===== config.mk =====
export PLATFORM = sky130hd
export DESIGN_NAME = hazard_fwd_unit
export DESIGN_NICKNAME = d
export VERILOG_FILES = /design/src/rtl/hazard_fwd_unit.sv
export SDC_FILE = /design/constraint.sdc
export NUM_CORES = 1
export LEC_CHECK = 0
export ABC_AREA = 1
export ABC_CLOCK_PERIOD_IN_PS = 3400
export BUFFER_PORTS_ARGS = -buffer_cell sky130_fd_sc_hd__buf_2
export CAP_MARGIN = 20
export CELL_PAD_IN_SITES_DETAIL_PLACEMENT = 0
export CELL_PAD_IN_SITES_GLOBAL_PLACEMENT = 1
export CORE_MARGIN = 2
export CORE_UTILIZATION = 43
export CTS_BUF_LIST = sky130_fd_sc_hd__clkbuf_8
export DETAILED_ROUTE_END_ITERATION = 12
export GPL_ROUTABILITY_DRIVEN = 1
export PLACE_DENSITY_LB_ADDON = 0.05
export SYNTH_ARGS = -nofsm -noshare
export SYNTH_HDL_FRONTEND = slang
export SYNTH_SLANG_ARGS = --single-unit

===== constraint.sdc =====
create_clock -name clk -period 3.4 [get_ports clk]
set_input_delay 0.68 -clock clk [delete_from_list [all_inputs] [get_ports clk]]
set_output_delay 0.68 -clock clk [all_outputs]
set_load 0.05 [all_outputs]

===== src/rtl/hazard_fwd_unit.sv =====
// Load-use stall and EX-stage forwarding select generation for the 5-stage core.
// Tracks destination info of the instructions in EX and MEM.
package riscv_pkg;
   typedef enum logic [1:0] {
      from_Reg    = 2'b00,
      from_mem_wb = 2'b01,
      from_ex_mem = 2'b10
   } fwd_e;
endpackage

module hazard_fwd_unit
   import riscv_pkg::*;
#(
   parameter int REG_ADDR_W = 5,
   parameter int CNT_W      = 16
) (
   input  logic                  clk,
   input  logic                  rst_n,
   input  logic                  id_valid,
   input  logic [REG_ADDR_W-1:0] id_rs1,
   input  logic [REG_ADDR_W-1:0] id_rs2,
   input  logic                  id_uses_rs1,
   input  logic                  id_uses_rs2,
   input  logic [REG_ADDR_W-1:0] id_rd,
   input  logic                  id_reg_write,
   input  logic                  id_is_load,
   input  logic                  flush,
   output logic                  stall,
   output fwd_e                  ForwardA,
   output fwd_e                  ForwardB,
   output logic [CNT_W-1:0]      stall_cnt
);

   // WB occupancy is not tracked: a distance-3 producer is covered by the
   // write-first register file, so nothing past MEM is ever consulted.
   logic                  ex_vld;
   logic [REG_ADDR_W-1:0] ex_rd;
   logic                  ex_reg_write;
   logic                  ex_is_load;
   logic                  mem_vld;
   logic [REG_ADDR_W-1:0] mem_rd;
   logic                  mem_reg_write;

   logic                  bubble;
   fwd_e                  fwd_a_nxt;
   fwd_e                  fwd_b_nxt;

   function automatic logic [CNT_W-1:0] sat_inc(input logic [CNT_W-1:0] v);
      return (&v) ? v : v + 1'b1;
   endfunction

   function automatic logic ex_writes(input logic [REG_ADDR_W-1:0] x);
      return ex_vld && ex_reg_write && (ex_rd == x) && (ex_rd != '0);
   endfunction

   function automatic logic mem_writes(input logic [REG_ADDR_W-1:0] x);
      return mem_vld && mem_reg_write && (mem_rd == x) && (mem_rd != '0);
   endfunction

   function automatic fwd_e fwd_sel(input logic uses, input logic [REG_ADDR_W-1:0] rs);
      if (!uses)
         return from_Reg;
      else if (ex_writes(rs) && !ex_is_load)
         return from_ex_mem;
      else if (mem_writes(rs))
         return from_mem_wb;
      else
         return from_Reg;
   endfunction

   always_comb begin
      stall = id_valid && !flush && ex_vld && ex_is_load &&
              ((id_uses_rs1 && ex_writes(id_rs1)) || (id_uses_rs2 && ex_writes(id_rs2)));
      bubble    = stall || flush;
      fwd_a_nxt = fwd_sel(id_uses_rs1, id_rs1);
      fwd_b_nxt = fwd_sel(id_uses_rs2, id_rs2);
   end

   // ID -> EX -> MEM control advance
   always_ff @(posedge clk or negedge rst_n) begin
      if (!rst_n) begin
         ex_vld    <= 1'b0;
         mem_vld   <= 1'b0;
         ForwardA  <= from_Reg;
         ForwardB  <= from_Reg;
         stall_cnt <= '0;
      end else begin
         mem_vld  <= flush ? 1'b0 : ex_vld;
         ex_vld   <= bubble ? 1'b0 : id_valid;
         ForwardA <= bubble ? from_Reg : fwd_a_nxt;
         ForwardB <= bubble ? from_Reg : fwd_b_nxt;
         if (stall)
            stall_cnt <= sat_inc(stall_cnt);
      end
   end

   // ID -> EX -> MEM record payload; meaningless whenever the valid bit is low
   always_ff @(posedge clk) begin
      mem_rd        <= ex_rd;
      mem_reg_write <= ex_reg_write;
      ex_rd         <= id_rd;
      ex_reg_write  <= id_reg_write;
      ex_is_load    <= id_is_load;
   end

endmodule


-- After elaboration in Yosys (flattened, before gate mapping)
Index checks and enable logic that the tools add are counted.
- $add $sub $neg: 1
- multiply operators: 0
- divide/modulo/power cells: 0
- order comparisons: 0
- eq/ne operators: 4
- shift-type cells: 0
- multiplexer cells: 10
- bitwise operators: 1
- reduce and logical (&&, ||, !) cells: 26
- operators with widths (operator ; count):
    5-bit == test ; 4
    1-bit logical AND ; 18
    16-bit by 1-bit adder with 16-bit output (second input constant) ; 1
    16-bit AND reduction ; 1
    2-bit two-way mux ; 6
    5-bit nonzero test ; 2
    1-bit two-way mux ; 4
    1-bit zero test ; 2
    1-bit logical OR ; 2
    2-bit AND reduction ; 1
    1-bit inverter ; 1
- register bits after elaboration: 35
- bits in latches: 0
- bits in writable memories: 0
- bits in read-only memories: 0
- input port bits: 23
- output and inout bits: 21
- logic and storage cells: 52
- memories kept: 0

-- Longest topological paths before layout
- depth after elaboration: 8
- depth in mapped cells: 12
- depth with buffers taken out: 11

-- Worst setup path after synthesis
OpenSTA, ideal clock, no wires.
- kind: input -> output
- from: input id_rs2[3]
- to: output stall
- arrival: 1.673 ns
- data required time: 2.720 ns
- path slack: 1.047 ns
- cell stages on the path: 11
- buffers on the path: 1
- cells stage by stage: inv_1 -> nand2_1 -> nand2_1 -> inv_1 -> nand2_1 -> nor2_4 -> nand3_2 -> nand2_2 -> buf_6 -> nand2_1 -> inv_1
- word-level cells in the longest chain between the ends: 6
- RTL lines (element ; RTL line ; source):
    start: declaration ; 21 ; input logic [REG_ADDR_W-1:0] id_rs2,
    5-bit == test ; 53 ; return ex_vld && ex_reg_write && (ex_rd == x) && (ex_rd != '0);
    1-bit logical AND (2 in series) ; 53 ;
    1-bit logical AND ; 73 ; ((id_uses_rs1 && ex_writes(id_rs1)) || (id_uses_rs2 && ex_writes(id_rs2)));
    1-bit logical OR ; 73 ;
    1-bit logical AND ; 72 ; stall = id_valid && !flush && ex_vld && ex_is_load &&
    end: declaration ; 28 ; output logic stall,
No other way between the ends.

-- Worst setup path in the final report
- from: input flush
- to: output stall
- word-level cells in the longest chain between the ends: 5
- RTL lines (element ; RTL line ; source):
    start: declaration ; 27 ; input logic flush,
    1-bit zero test ; 72 ;
    1-bit logical AND (4 in series) ; 72 ;
No other way between the ends.

==> impl_metrics.json <==
{
  "clk_pin_slew_ns": 0.07,
  "cts_tree": "yes",
  "start_util_pct": 44.8,
  "whs_ns": 0.356,
  "crit_path_end_kind": "output pin",
  "dp_cells": 353,
  "chipWidth_um": 71.6,
  "postCtsSetupBuffers": 0,
  "synth_warnings": 0,
  "instances_no_fill": 361,
  "drtIter0Drc": 145,
  "cts_resized": 0,
  "tns_ns": 0,
  "finish.net_count": 332,
  "async_reset_ff_share_pct": 62.9,
  "timing.critical_path.from_type": "input pin",
  "met3_usage_pct": 3.09,
  "drive_gt1_share_pct": 23.9,
  "synthCells": 262,
  "grt_max_degree": 23,
  "fmax_mhz": 409,
  "status": "complete, no violations",
  "dieHeight_um": 71.6,
  "power_density_nw_per_um2": 345,
  "gr-usage-all-layers_pct": 19.3,
  "relSlewSlack_pct": 64.6,
  "required_ns": 2.72,
  "diodes": 0,
  "path_max_fanout": 20,
  "synth_common_cells": "89 x nand2_1, 27 x inv_1, 22 x dfrtp_1",
  "hpwl_um": 3360,
  "skew_ns": 0.00368,
  "grt_pass1_wl_um": 7720,
  "cts_buffer_depth": 2,
  "final_max_slew_viol_count": 0,
  "yosysTopAreaCell": "dfrtp_1",
  "r2r_end": "stall_cnt[0]",
  "postLayoutCellArea_um2": 2280,
  "htree_levels": 2,
  "grt.busiest_layer": "met1",
  "cts_root_buffer": "clkbuf_8",
  "die_area_um2": 5120,
  "cellLeakagePower_nw": 1.19,
  "ios": 44,
  "fin_crit_ns": 2.45,
  "syn_area_um2": 1960,
  "postCtsHoldBufs": 0,
  "rrSetupSlack_ns": 1.36,
  "vias": 1738,
  "worstPathArrival_ns": 1.77,
  "clock-sinks": 35,
  "syn_nets": 286,
  "synth_enable_flop_cells": 0,
  "synth-seq-area-share_pct": 41.3,
  "cp_common_cell": "buf_2",
  "synth.top_cell.area_share_pct": 28.0,
  "timing.final.crit_share_pct": 72.0,
  "cap_violations": 0,
  "grtUsageMet2_pct": 26.9,
  "ff2ff_path_depth": 7,
  "ant_nets": 0,
  "synth_cell_types": 30,
  "irDropWorstVdd_mv": 0.209,
  "gp_routability_congestion": 0.861,
  "cts_buffers": 5,
  "place_area_um2": 2200,
  "row_count": 24,
  "grt_antenna_before_repair": 0,
  "worstMarginPinSlew_ns": 0.529,
  "syn_to_final_growth_pct": 16.0,
  "r2r_start": "stall_cnt[0]",
  "synth_area_leaders": "dfrtp_1 28%, nand2_1 17%, dfxtp_1 13%",
  "finalHoldViolations": 0,
  "vias_per_cell": 4.81,
  "use_met1_pct": 29.4,
  "remaining_drc_errors": 0,
  "synth_most_common_cell": "nand2_1",
  "grt_pass1_vias": 1622,
  "path_cells": "buf_2 -> nor4_2 -> buf_4 -> nand2_1 -> inv_1 -> buf_2",
  "crit_family": "buffers and inverters",
  "finalSetupViolations": 0,
  "ys_ff_latch": 35,
  "ys.flop_type": "dfrtp_1",
  "rsz0062_at_grt": "false",
  "avgSynthCellArea_um2": 7.49,
  "routed_wl_um": 4490,
  "gr-total-overflow": 0,
  "cpPeakStageDelay_ns": 0.29,
  "slowest_stage": "buf_4",
  "post_drt_wl_per_cell_um": 12.4,
  "io_buffers": 43,
  "drt_pass1_iterations": 5,
  "criticalPathCategory": "in2out",
  "core_um2": 4380,
  "clk_latency_ns": 0.28,
  "fill_cells": 448,
  "min-delay-path-class": "in2async",
  "path_buf_inv": 4
}
==> layer usage <==
layer | vias to the layer above | share of wire [%]
li1 | 926 | -
met1 | 751 | 53
met2 | 59 | 40
met3 | 2 | 6.0
met4 | 0 | 0.58
met5 | - | 0
==> layout by cell type, fill, tap and decap left out, types with 2 or more instances in the layout <==
cell type,n
xor2_1,3
nor2_2,4
dfxtp_1,13
or2_2,2
nand3_2,4
nand4_1,21
clkbuf_8,5
nor3_1,2
nor2_4,2
nand2_1,89
a21oi_1,2
nor2_1,20
xnor2_1,13
inv_2,5
buf_2,43
o21ai_0,3
inv_1,29
nand2_2,3
nand3_1,13
dfrtp_1,22
buf_4,2
==> worst max-delay path by stage <==
stage                    from  endpoint  slack [ns]  depth (start not counted)
floorplan           id_rs2[3]     stall        1.05                         11
global placement        flush     stall        0.97                          6
detailed placement      flush     stall        0.97                          6
CTS                     flush     stall        0.96                          6
global route            flush     stall        0.82                          6
finish                  flush     stall        0.95                          6
==> logic make-up after synthesis <==
logic type / share of synthesized area [%]
compound gates: 2.36
xor+xnor: 7.14
fa+ha+maj: 0.637
buf+inv: 9.31
flops: 41.3
simple gates: 39.3
==> final cells by class <==
| class | count | area, um2 | share of cell area, % |
|---|---|---|---|
| Clock buffer | 5 | 68.8 | 3.02 |
| Clock inverter | 3 | 12.5 | 0.549 |
| Inverter | 32 | 120 | 5.27 |
| Multi-Input combinational cell | 189 | 970 | 42.6 |
| Sequential cell | 35 | 811 | 35.6 |
| Tap cell | 52 | 65.1 | 2.86 |
| Timing Repair Buffer | 45 | 230 | 10.1 |
==> power breakdown <==
group | internal (mW) | switching [mW] | leakage (nW) | total (mW)
logic | 0.0264 | 0.0404 | 0.727 | 0.0668
registers | 0.423 | 0.00799 | 0.416 | 0.431
clock network | 0.138 | 0.150 | 0.0505 | 0.288
==> per-stage QoR <==
step                      power (mW)  worst slack (ns)  utilization (%)
after floorplan                0.476              1.05                -
after global placement         0.507             0.972             50.1
after detailed placement       0.507             0.970             50.1
after CTS                      0.803             0.965             51.9
after global routing           0.831             0.820             51.9
final                          0.786             0.953             51.9
==> registers in the layout, summed over array words and instances (netlist names), 2 cells and up <==
name	count
ForwardB	2
mem_rd	5
stall_cnt	16
ForwardA	2
ex_rd	5
==> worst register-to-register path: stages, from the launching register on <==
cell and delay (ns):
dfrtp_1 0.46, ha_1 0.26, nand3_1 0.16, inv_1 0.08
nand3_1 0.42, nand3_2 0.37, nand2_1 0.14, nand2_1 0.06
Power figures use the tool's default switching activity.
